**src/rtl/alu_issue_queue.sv**
```systemverilog
// alu_issue_queue
//   Issue stage in front of the 4-bit add/subtract ALU. Commands {op, a, b}
//   are accepted over a valid/ready handshake into a circular FIFO and issued
//   one per cycle to the ALU. y_valid marks the cycle in which the ALU's
//   registered result belongs to an issued command.
//
// Ports
//   clk        rising-edge clock
//   reset_n    asynchronous active-low reset
//   in_valid   command present            in_ready  queue can accept (count != DEPTH)
//   in_op      0 = add, 1 = subtract      in_a/in_b operands
//   stall      downstream hold, no issue while high
//   alu_en     one-cycle strobe per issued command (registered)
//   alu_op/a/b issued command fields (registered, hold when idle)
//   y_valid    alu_en delayed one stage
//   count      FIFO occupancy
module alu_issue_queue #(
    parameter int DEPTH = 4,
    parameter int WIDTH = 4
) (
    input  logic                     clk,
    input  logic                     reset_n,
    input  logic                     in_valid,
    output logic                     in_ready,
    input  logic                     in_op,
    input  logic [WIDTH-1:0]         in_a,
    input  logic [WIDTH-1:0]         in_b,
    input  logic                     stall,
    output logic                     alu_en,
    output logic                     alu_op,
    output logic [WIDTH-1:0]         alu_a,
    output logic [WIDTH-1:0]         alu_b,
    output logic                     y_valid,
    output logic [$clog2(DEPTH):0]   count
);

    localparam int PW = $clog2(DEPTH);
    localparam int EW = 1 + 2 * WIDTH;
    localparam logic [PW:0]   FULL    = (PW + 1)'(DEPTH);
    localparam logic [PW:0]   CNT_ONE = 1;
    localparam logic [PW-1:0] PTR_ONE = 1;

    logic [EW-1:0]    mem_q [DEPTH];

    logic [PW-1:0]    wr_ptr_q, wr_ptr_d;
    logic [PW-1:0]    rd_ptr_q, rd_ptr_d;
    logic [PW:0]      count_q, count_d;
    logic             alu_en_q, alu_en_d;
    logic             alu_op_q, alu_op_d;
    logic [WIDTH-1:0] alu_a_q, alu_a_d;
    logic [WIDTH-1:0] alu_b_q, alu_b_d;
    logic             y_valid_q, y_valid_d;

    logic             push;
    logic             pop;
    logic [EW-1:0]    head;

    always_comb begin
        // Push and pop are both judged on the pre-edge occupancy, so a pop
        // from a full queue frees its slot only for the following cycle.
        push      = in_valid && (count_q != FULL);
        pop       = (count_q != '0) && !stall;
        head      = mem_q[rd_ptr_q];

        wr_ptr_d  = wr_ptr_q;
        rd_ptr_d  = rd_ptr_q;
        count_d   = count_q;
        alu_en_d  = 1'b0;
        alu_op_d  = alu_op_q;
        alu_a_d   = alu_a_q;
        alu_b_d   = alu_b_q;
        y_valid_d = alu_en_q;

        if (push) begin
            wr_ptr_d = wr_ptr_q + PTR_ONE;
        end

        if (pop) begin
            rd_ptr_d                     = rd_ptr_q + PTR_ONE;
            alu_en_d                     = 1'b1;
            {alu_op_d, alu_a_d, alu_b_d} = head;
        end

        case ({push, pop})
            2'b10:   count_d = count_q + CNT_ONE;
            2'b01:   count_d = count_q - CNT_ONE;
            default: count_d = count_q;
        endcase
    end

    // Payload storage carries no reset; occupancy alone defines validity.
    always_ff @(posedge clk) begin
        if (push) begin
            mem_q[wr_ptr_q] <= {in_op, in_a, in_b};
        end
    end

    always_ff @(posedge clk or negedge reset_n) begin
        if (!reset_n) begin
            wr_ptr_q  <= '0;
            rd_ptr_q  <= '0;
            count_q   <= '0;
            alu_en_q  <= 1'b0;
            alu_op_q  <= 1'b0;
            alu_a_q   <= '0;
            alu_b_q   <= '0;
            y_valid_q <= 1'b0;
        end else begin
            wr_ptr_q  <= wr_ptr_d;
            rd_ptr_q  <= rd_ptr_d;
            count_q   <= count_d;
            alu_en_q  <= alu_en_d;
            alu_op_q  <= alu_op_d;
            alu_a_q   <= alu_a_d;
            alu_b_q   <= alu_b_d;
            y_valid_q <= y_valid_d;
        end
    end

    assign in_ready = (count_q != FULL);
    assign count    = count_q;
    assign alu_en   = alu_en_q;
    assign alu_op   = alu_op_q;
    assign alu_a    = alu_a_q;
    assign alu_b    = alu_b_q;
    assign y_valid  = y_valid_q;

endmodule

```
**config.mk**
```make
export PLATFORM = sky130hd
export DESIGN_NAME = alu_issue_queue
export DESIGN_NICKNAME = d
export VERILOG_FILES = /design/src/rtl/alu_issue_queue.sv
export SDC_FILE = /design/constraint.sdc
export NUM_CORES = 1
export LEC_CHECK = 0
export ABC_AREA = 1
export CAP_MARGIN = 15
export CELL_PAD_IN_SITES_DETAIL_PLACEMENT = 0
export CELL_PAD_IN_SITES_GLOBAL_PLACEMENT = 1
export CORE_ASPECT_RATIO = 2
export CORE_MARGIN = 4
export CORE_UTILIZATION = 45
export DETAILED_ROUTE_END_ITERATION = 8
export PLACE_DENSITY_LB_ADDON = 0.1
export SLEW_MARGIN = 20
export SYNTH_ARGS = -nofsm -noshare
export SYNTH_HDL_FRONTEND = slang
export SYNTH_SLANG_ARGS = --single-unit
```
**constraint.sdc**
```tcl
create_clock -name clk -period 4.6 [get_ports clk]
set_input_delay 1.38 -clock clk [delete_from_list [all_inputs] [get_ports clk]]
set_output_delay 1.38 -clock clk [all_outputs]
set_load 0.05 [all_outputs]
```
Word-level counts from Yosys, hierarchy flattened
Memory sizes are Yosys's and may differ from the RTL's. A register that Yosys moved wholly into a read port is not among the register bits.
Cells that the tools add are included.
W data, S select, Z words.
{"block": "word_totals", "out_inout_bits": 15, "ram_bits": 36, "memories": 1, "elab_cells": 23, "register_bits": 9, "input_bits": 13}
{"block": "op_classes", "n_eq_ne": 3, "mux": 4, "n_addsub": 4, "n_reduce_logical": 6}
{"memory": "mem_q", "words": 4, "width": 9, "rd": 1, "rd_ports_with_merged_regs": 1, "wr": 1, "line_no": "43", "rtl": "logic [EW-1:0] mem_q [DEPTH];"}
{"cell": "$pmux W3 S2", "count": 1}
{"cell": "$add A2 B1 Y2 const B", "count": 2}
{"cell": "$add A3 B1 Y3 const B", "count": 1}
{"cell": "$mux W1", "count": 3}
{"cell": "$ne A3 B3 Y1 const B", "count": 1}
{"cell": "$reduce_bool A3 Y1", "count": 1}
{"cell": "$sub A3 B1 Y3 const B", "count": 1}
{"cell": "$eq A2 B1 Y1 const B", "count": 1}
{"cell": "$eq A2 B2 Y1 const B", "count": 1}
{"cell": "$logic_and A1 B1 Y1", "count": 2}
{"cell": "$logic_not A1 Y1", "count": 2}
{"cell": "$reduce_bool A2 Y1", "count": 1}

Depth between registers and ports, before layout
Gate-level depths: netlist (run 1).
{"block": "logic_depth", "word_depth": 4, "ltp_mapped": 11, "depth_no_buf": 11}

Worst setup path before layout (run 1)
No wires, ideal clock.
{"block": "synth_timing", "kind": "input to register", "start": "input port stall", "end": "register count_q[2], in the netlist count[2]", "t_required_ns": 4.477, "cell_stages": 9, "setup_ns": 0.123, "n_path_buf": 0, "setup_slack_ns": 1.983, "t_arrival_ns": 2.494, "path_cell_list": "inv_1 -> nand2_2 -> inv_2 -> ha_1 -> inv_1 -> fa_1 -> nand2_1 -> nand3_1 -> xor2_1"}
{"block": "synth_via", "elab_chain_len": 4, "elab_cells_between_ends": 6, "cone_classes": "eq/ne (2); mux (1); reduce/logical (3)"}
{"element": "start, declared", "line_no": "28", "rtl": "input logic stall,"}
{"element": "$logic_not A1 Y1 *", "line_no": "62", "rtl": "pop = (count_q != '0) && !stall;"}
{"element": "$logic_and A1 B1 Y1 *", "line_no": "62"}
{"element": "$eq A2 B1 Y1 or $eq A2 B2 Y1 (tied branches)", "line_no": "84", "rtl": "case ({push, pop})"}
{"element": "$pmux W3 S2 or $reduce_bool A2 Y1 (tied branches)"}
{"element": "end signal, assigned", "line_no": "111", "rtl": "count_q <= count_d;"}
{"element": "end, declared", "line_no": "47", "rtl": "logic [PW:0] count_q, count_d;"}
Mark *: on every way between the ends. The rest lies on a longest branch, timed or not.
A chain may end at the register's enable or synchronous reset.

Worst setup path after layout (run 1)
{"block": "layout_timing", "start": "register count_q[1], in the netlist count[1]", "end": "output port in_ready"}
{"block": "layout_via", "elab_chain_len": 1}
{"element": "$ne A3 B3 Y1", "line_no": "120", "rtl": "assign in_ready = (count_q != FULL);"}
{"element": "end, declared", "line_no": "24", "rtl": "output logic in_ready,"}
No other way between the ends.

==> out/metrics.yaml, run 1 <==
die:
  row_count: 37
  fp.dieArea_um2: 6510
  io_pins: 28
  initial_core_util_pct: 46.1
  die_h_um: 110
  die_w_um: 59.1
  coreArea_um2: 5090
detailed_routing:
  dr.pass1.iters: 4
  via_per_inst: 4.61
  postRouteAntennaNets: 0
  first_iter_violations: 50
  wl_um: 4200
  drc_errors: 0
  num_vias: 1472
  wire_per_inst_um: 13.2
pwr:
  leakage_uw: 0.00128
  power_frac_seq_pct: 42.8
  swShare_pct: 42.8
  pwr-share-clk_pct: 14.0
  p_comb_share_pct: 43.1
  internal_power_uw: 1030
  power_density_nw_per_um2: 662
  vdd_ir_drop_max_v: 0.000415
  switchingPower_uw: 771
job:
  maxCapViolCount: 0
finish:
  fin_cells: 319
  nets: 279
  areaGrowthSynthToFinish_pct: 15.9
  drive_above_1_share_pct: 3.83
  fillers: 482
  num_antenna_cells: 0
clocking:
  cts_resized: 0
  cts_buffers: 5
  cts_tree: "yes"
  cts_sinks: 54
  postCtsSetupRepairBufs: 0
  cts_buffer_depth: 2
  h-tree-depth: 2
  cts_hold_buf: 0
  root_buffer: "clkbuf_8"
  insertion_delay_ns: 0.30
  clk_pin_slew_ns: 0.09
timing:
  tns_ns: 0
  slew_viol_final: 0
  hold_viol_final: 0
  max_freq_mhz: 323
  finalCritPeriodShare_pct: 67.3
  maxSlewHeadroom_pct: 39.3
  setup_viol: 0
  fin_crit_ns: 3.09
  final.setup_skew_ns: 0.00756
  worstMarginPinSlew_ns: 0.907
  fin_ws_ns: 1.51
  rsz0062_at_grt: "no"
grt:
  grtUsageTotal_pct: 14.7
  grt-ovfl-total: 0
  grt_pass1_vias: 1412
  antenna_found_initial: 0
  grt_max_degree: 21
  grt_pass1_wl_um: 6960
synthesis:
  synth_seq_cells: 54
  post_synth_num_cell_types: 20
  synth-seq-area-share_pct: 65.2
  syn_area_um2: 2350
  synth_cells: 231
  yosysWarningCount: 0
  syn_avg_cell_area_um2: 10.2
  synth_nets: 250
setup_path:
  crit_buf_inv: 1
  r2r-end: "count[1]$_DFFE_PN0P_"
  crit_required_ns: 3.22
  slowest_stage: "clkdlybuf4s50_1"
  crit_path_start_kind: "flip-flop"
  crit_path_max_fanout: 4
  cp_top_family: "buffers and inverters"
  arrival_ns: 1.71
  crit_chain: "nor2_2, nand2_1, clkdlybuf4s50_1"
  crit_path_end_kind: "output port"
  path_class: "flip-flop to output port"
  r2r_start: "count[1]$_DFFE_PN0P_"
  r2r.worst_path.cells: 8
  r2r_slack_ns: 2.55
  max_stage_delay_ns: 0.82
min_path:
  hold_path_depth: 0
  min_path_type: "flip-flop to flip-flop"
  hold-path-endpoint: "y_valid$_DFF_PN0_"
  min_from: "alu_en$_DFF_PN0_"
status:
  outcome: "finished, final reports clean"
placed_design:
  gp_congestion: 0.676
  dp_slack_ns: 1.22
  port-buffer-count: 27
  placed_cells: 311
  dpl.hpwl_um: 3000
## worst reg2reg max path: stages, from the launching register on
cell and delay, ns:
dfrtp_1 0.43, nor2_2 0.15, nand2_1 0.07, nand2_2 0.23, inv_2 0.18, ha_1 0.25
inv_1 0.09, fa_1 0.42, o21ai_0 0.15
## final cells by class
| class | instances | area [um2] | share of cell area, % |
|---|---|---|---|
| clock buffers | 8 | 80.1 | 2.94 |
| inverters | 52 | 195 | 7.18 |
| repair buffers | 27 | 270 | 9.94 |
| multi-input cells | 120 | 571 | 21.0 |
| flip-flops and latches | 54 | 1530 | 56.3 |
| well taps | 58 | 72.6 | 2.67 |
## worst max-delay path by stage
stage | startpoint | to | slack, ns | cells after the start
5_1_grt | stall | count[2]$_DFFE_PN0P_ | 1.38 | 11
3_5_place_dp | stall | count[2]$_DFFE_PN0P_ | 1.22 | 10
3_3_place_gp | stall | count[2]$_DFFE_PN0P_ | 1.27 | 10
2_1_floorplan | stall | count[2]$_DFFE_PN0P_ | 1.98 | 9
6_report | count[1]$_DFFE_PN0P_ | in_ready | 1.51 | 3
4_1_cts | count[0]$_DFFE_PN0P_ | in_ready | 1.48 | 3
## placed cells by master, fill, tap and decap left out, types with 2 or more instances in the layout
master and count:
nand2_1 80, clkbuf_1 3, nand3_1 20, edfxtp_1 36
nor2_1 4, clkbuf_8 5, clkdlybuf4s50_1 27, inv_2 2
ha_1 5, xor2_1 3, xnor2_1 2, inv_1 49
nand2_2 2, dfrtp_1 18
## power groups by stage
stage	Combinational (uW)	Clock [uW]	Sequential, uW
2_1_floorplan	417	0	931
3_3_place_gp	785	0	786
3_5_place_dp	792	0	786
4_1_cts	793	260	777
5_1_grt	863	277	789
6_report	777	253	771
## metrics by stage
step                      area [um2]  total power (uW)  util [%]  hold slack (ns)
after global placement          2640              1570      51.8            0.361
after floorplan                 2350              1350         -            0.492
after detailed placement        2640              1580      51.8            0.363
after global routing            2720              1930      53.4            0.413
after CTS                       2720              1830      53.4            0.384
final                           2720              1800      53.4            0.381
## cells by family after synthesis
kind of cell    Yosys count  synth area share (%)
xor+xnor                  5                  1.87
simple gates            107                  18.5
fa+ha+maj                 6                  3.52
buf+inv                  57                  10.4
compound gates            2                 0.426
flops                    54                  65.2
## state kept, by name, indices dropped and copies added (netlist names)
name      count
alu_a         4
alu_op        1
mem_q        36
alu_b         4
wr_ptr_q      2
alu_en        1
count         3
y_valid       1
rd_ptr_q      2
## cell usage after synthesis
library cell | number | area (um2)
nand2_1 | 80 | 300
inv_1 | 49 | 184
edfxtp_1 | 36 | 1080
nand3_1 | 20 | 100
dfrtp_1 | 18 | 450
ha_1 | 5 | 62.6
nor2_1 | 4 | 15.0
xor2_1 | 3 | 26.3
buf_6 | 2 | 22.5
inv_2 | 2 | 7.51
nand2_2 | 2 | 12.5
xnor2_1 | 2 | 17.5
buf_2 | 1 | 5.00
buf_4 | 1 | 7.51
buf_8 | 1 | 15.0
clkinv_1 | 1 | 3.75
fa_1 | 1 | 20.0
nor2_2 | 1 | 6.26
o21ai_0 | 1 | 5.00
o21ai_1 | 1 | 5.00
## routing by layer
metal / vias to the layer above / track usage [%] / wire length (um)
met5: - / 0 / 0
li1: 754 / - / -
met2: 34 / 26.6 / 2290
met4: 0 / 4.86 / 65
met3: 6 / 4.08 / 184
met1: 678 / 16.1 / 1650
Note: power is estimated with default switching activity, not from simulation.
==> run 2, diff against run 1 <==
--- a/config.mk
+++ b/config.mk
@@ -11,7 +11,7 @@
 export CELL_PAD_IN_SITES_GLOBAL_PLACEMENT = 1
 export CORE_ASPECT_RATIO = 2
 export CORE_MARGIN = 4
-export CORE_UTILIZATION = 45
+export CORE_UTILIZATION = 39
 export DETAILED_ROUTE_END_ITERATION = 8
 export PLACE_DENSITY_LB_ADDON = 0.1
 export SLEW_MARGIN = 20
==> constraint.sdc (replaced) <==
create_clock -name clk -period 2.7 [get_ports clk]
set_input_delay 0.81 -clock clk [delete_from_list [all_inputs] [get_ports clk]]
set_output_delay 0.81 -clock clk [all_outputs]
set_load 0.05 [all_outputs]
==> out/metrics.yaml, run 2 (synthesis gave the netlist of run 1 again) <==
finish:
  drive_above_1_share_pct: 7.41
  num_antenna_cells: 0
  final_common_cell: "nand2_1"
  final_util_pct: 49.5
  max_flop_register: "mem_q"
  nets: 288
  mostFrequentLayoutCells: "nand2_1 (80), inv_1 (49), edfxtp_1 (36)"
  fillers: 550
  largest_register_ffs: 36
  areaGrowthSynthToFinish_pct: 21.4
placed_design:
  port-buffer-count: 27
  gp_congestion: 0.663
  dpl.hpwl_um: 2900
timing:
  final.setup_skew_ns: 0.00118
  tns_ns: 0
  worstMarginPinSlew_ns: 0.500
  rsz0062_at_grt: "no"
  fin_crit_ns: 2.49
  setup_viol: 0
  hold_viol_final: 0
  finalCritPeriodShare_pct: 92.2
  max_freq_mhz: 402
  maxSlewHeadroom_pct: 66.5
  slew_viol_final: 0
die:
  die_h_um: 118
  io_pins: 28
  initial_core_util_pct: 40.8
  fp.dieArea_um2: 7400
  coreArea_um2: 5760
  die_w_um: 62.9
  row_count: 39
setup_path:
  max_stage_delay_ns: 0.82
  cp_top_family: "buffers and inverters"
  r2r_slack_ns: 0.84
  r2r.worst_path.cells: 10
  crit_buf_inv: 1
  crit_path_max_fanout: 4
  crit_path_end_kind: "output port"
  crit_path_start_kind: "flip-flop"
  r2r-end: "count[2]$_DFFE_PN0P_"
  path_class: "flip-flop to output port"
  crit_required_ns: 1.89
  arrival_ns: 1.68
  r2r_start: "count[1]$_DFFE_PN0P_"
  slowest_stage: "clkdlybuf4s50_1"
  crit_chain: "nor2_2, nand2_1, clkdlybuf4s50_1"
min_path:
  hold-path-endpoint: "y_valid$_DFF_PN0_"
  hold_path_depth: 0
  min_path_type: "flip-flop to flip-flop"
  min_from: "alu_en$_DFF_PN0_"
pwr:
  p_total_uw: 3280
  power_density_nw_per_um2: 1150
  leakage_uw: 0.00136
  vdd_ir_drop_max_v: 0.000732
clocking:
  cts_resized: 0
  cts_sinks: 54
  cts_hold_buf: 0
  root_buffer: "clkbuf_16"
  cts_buffers: 5
  cts_tree: "yes"
  insertion_delay_ns: 0.28
  cts_buffer_depth: 2
  h-tree-depth: 2
  clk_pin_slew_ns: 0.06
  postCtsSetupRepairBufs: 0
detailed_routing:
  drc_errors: 0
  postRouteAntennaNets: 0
  first_iter_violations: 46
  wl_um: 4160
  via_per_inst: 4.45
  dr.pass1.iters: 3
  num_vias: 1472
  wire_per_inst_um: 12.6
job:
  maxCapViolCount: 0
grt:
  grt_max_degree: 20
  grt_pass1_wl_um: 7000
  grt_pass1_vias: 1483
  antenna_found_initial: 0
  grtUsageTotal_pct: 12.8
  grt-ovfl-total: 0
status:
  outcome: "finished, final reports clean"
## run 2: changes by cell type in the layout (fill, tap and decap cells not counted)
cell,change
clkinv_2,+1
clkinv_1,+1
clkbuf_8,-5
clkbuf_16,+5
clkbuf_1,-2
buf_4,+9
## run 2: where the power goes
part / leakage, uW / switching (uW) / internal, uW
clock: 0.0000683 / 252 / 339
combinational: 0.000740 / 969 / 485
sequential: 0.000547 / 102 / 1130
## run 2: cell type report
class	count	area, um2	share of cell area, %
clock inverter	2	8.76	0.307
clock buffer	6	129	4.52
multi-input combinational	120	571	20.0
sequential	54	1530	53.8
tap	61	76.3	2.68
inverter	52	195	6.85
timing repair buffer	36	338	11.9
## run 2: worst max-delay path by stage
stage                               startpoint                   end  slack [ns]  cells after the start
final                     count[0]$_DFFE_PN0P_              in_ready        0.21                      3
after floorplan           count[1]$_DFFE_PN0P_  count[2]$_DFFE_PN0P_        0.35                      9
after CTS                 count[1]$_DFFE_PN0P_              in_ready        0.18                      3
after detailed placement              in_valid  count[2]$_DFFE_PN0P_        0.23                      9
after global routing      count[0]$_DFFE_PN0P_              in_ready        0.14                      3
after global placement                in_valid  count[2]$_DFFE_PN0P_        0.26                      8
## run 2: worst reg2reg max path, delay by kind of cell (launching register included)
family        cells  cell delay [ns]
flops             1             0.41
xor+xnor          1             0.14
simple gates      5             0.55
fa+ha+maj         2             0.57
buf+inv           2             0.13
## run 2: metrics by stage
step	cells	setup slack, ns	cell area, um2	hold WS, ns
2_1_floorplan	231	0.352	2350	0.492
3_3_place_gp	323	0.259	2710	0.360
3_5_place_dp	323	0.232	2710	0.391
4_1_cts	331	0.177	2850	0.405
5_1_grt	331	0.136	2850	0.417
6_report	331	0.210	2850	0.391
## run 2: routing by layer
layer / vias up / wire, um / track usage [%]
met5: - / 0 / 0
met4: 0 / 102 / 6.92
met3: 7 / 146 / 3.44
met2: 27 / 2260 / 23.7
met1: 664 / 1650 / 12.7
li1: 774 / - / -
==> run 3, diff against run 2 <==
--- a/config.mk
+++ b/config.mk
@@ -14,6 +14,7 @@
 export CORE_UTILIZATION = 39
 export DETAILED_ROUTE_END_ITERATION = 8
 export PLACE_DENSITY_LB_ADDON = 0.1
+export RECOVER_POWER = 100
 export SLEW_MARGIN = 20
 export SYNTH_ARGS = -nofsm -noshare
 export SYNTH_HDL_FRONTEND = slang
==> out/metrics.yaml, run 3 (synthesis gave the netlist of run 1 again) <==
status:
  outcome: "finished, final reports clean"
placed_design:
  port-buffer-count: 27
  place_area_um2: 2710
  dp_slack_ns: 0.232
  dpl.hpwl_um: 2900
  gp_congestion: 0.663
clocking:
  postCtsSetupRepairBufs: 0
  cts_tree: "yes"
  h-tree-depth: 2
  cts_hold_buf: 0
  cts_resized: 0
  root_buffer: "clkbuf_16"
  cts_sinks: 54
  cts_buffer_depth: 2
  clk_pin_slew_ns: 0.06
  cts_buffers: 5
  insertion_delay_ns: 0.28
timing:
  hold_viol_final: 0
  slew_viol_final: 0
  final.setup_skew_ns: 0.00126
  maxSlewHeadroom_pct: 27.9
  worstMarginPinSlew_ns: 1.08
  finalCritPeriodShare_pct: 93.7
  max_freq_mhz: 395
  rsz0062_at_grt: "no"
  fin_ws_ns: 0.171
  tns_ns: 0
  setup_viol: 0
  fin_crit_ns: 2.53
min_path:
  min_from: "alu_en$_DFF_PN0_"
  min_path_type: "flip-flop to flip-flop"
die:
  die_w_um: 62.9
  die_h_um: 118
  row_count: 39
  coreArea_um2: 5760
  io_pins: 28
  fp.dieArea_um2: 7400
  initial_core_util_pct: 40.8
finish:
  areaGrowthSynthToFinish_pct: 20.0
  final_util_pct: 48.9
  drive_above_1_share_pct: 3.70
  multi_input_area_um2: 566
  fin_area_um2: 2820
  fillers: 561
  mostFrequentLayoutCells: "nand2_1 (82), inv_1 (50), edfxtp_1 (36)"
  nets: 288
  largest_register_ffs: 36
  register_area_um2: 1530
  num_antenna_cells: 0
  final_common_cell: "nand2_1"
  max_flop_register: "mem_q"
detailed_routing:
  wl_um: 4160
  wire_per_inst_um: 12.6
  via_per_inst: 4.41
  first_iter_violations: 45
  dr.pass1.iters: 3
  num_vias: 1461
  drc_errors: 0
  postRouteAntennaNets: 0
setup_path:
  arrival_ns: 1.72
  path_class: "flip-flop to output port"
  r2r_start: "count[1]$_DFFE_PN0P_"
  crit_path_start_kind: "flip-flop"
  crit_required_ns: 1.89
  setup.worst_path.start: "count[0]$_DFFE_PN0P_"
  crit_path_max_fanout: 4
  crit_path_end_kind: "output port"
pwr:
  vdd_ir_drop_max_v: 0.000718
  pwr-share-clk_pct: 18.4
  leakage_uw: 0.00134
  swShare_pct: 41.0
  internal_power_uw: 1890
  switchingPower_uw: 1320
  p_comb_share_pct: 43.2
  power_density_nw_per_um2: 1140
  power_frac_seq_pct: 38.4
grt:
  antenna_found_initial: 0
  grt-ovfl-total: 0
  grt_pass1_vias: 1483
  grtUsageTotal_pct: 12.8
  grt_max_degree: 20
  grt_pass1_wl_um: 7000
job:
  maxCapViolCount: 0
## run 3: cell types whose count changed in the layout (fill, tap and decap cells not counted), sizes merged
cell,before,now
buf,9,2
clkbuf,6,13
clkdlybuf4s50,27,0
dlygate4sd3,0,27
## run 3: final timing paths
kind	depth (start not counted)	endpoint	slack, ns
worst max-delay path	3	in_ready	0.17
worst min-delay path	0	y_valid$_DFF_PN0_	0.39
worst max register to register	10	count[2]$_DFFE_PN0P_	0.77
worst min register to register	0	y_valid$_DFF_PN0_	0.39
max in group asynchronous	2	alu_a[0]$_DFFE_PN0P_	0.81
min in group asynchronous	2	alu_a[3]$_DFFE_PN0P_	1.24
## run 3: layout make-up
type / count / area share [%]
Clock buffer: 6 / 4.57
Sequential cell: 54 / 54.4
Multi-Input combinational cell: 120 / 20.1
Clock inverter: 2 / 0.311
Timing Repair Buffer: 36 / 11.1
Inverter: 52 / 6.93
Tap cell: 61 / 2.71
## run 3: per-stage QoR
stage                     cells  total power, uW  hold WS [ns]
after global placement      323             2740         0.360
after global routing        331             3480         0.413
after CTS                   331             3340         0.405
after floorplan             231             2300         0.492
after detailed placement    323             2740         0.391
final                       331             3210         0.388
## run 3: per-layer routing
layer	vias up	wire (um)	GRT usage (%)
li1	772	-	-
met1	655	1670	12.7
met2	27	2240	23.7
met3	7	145	3.44
met4	0	102	6.92
met5	-	0	0
## run 3: power groups by stage
stage	clock network [uW]	logic [uW]	registers, uW
after floorplan	0	711	1590
after global placement	0	1490	1250
after detailed placement	0	1490	1260
after CTS	612	1490	1240
after global routing	646	1570	1260
final	590	1390	1230
## run 3: critical path, stage by stage (launching register included)
cell,delay (ns)
dfrtp_1,0.40
nor2_2,0.06
nand2_1,0.09
dlygate4sd3_1,0.88
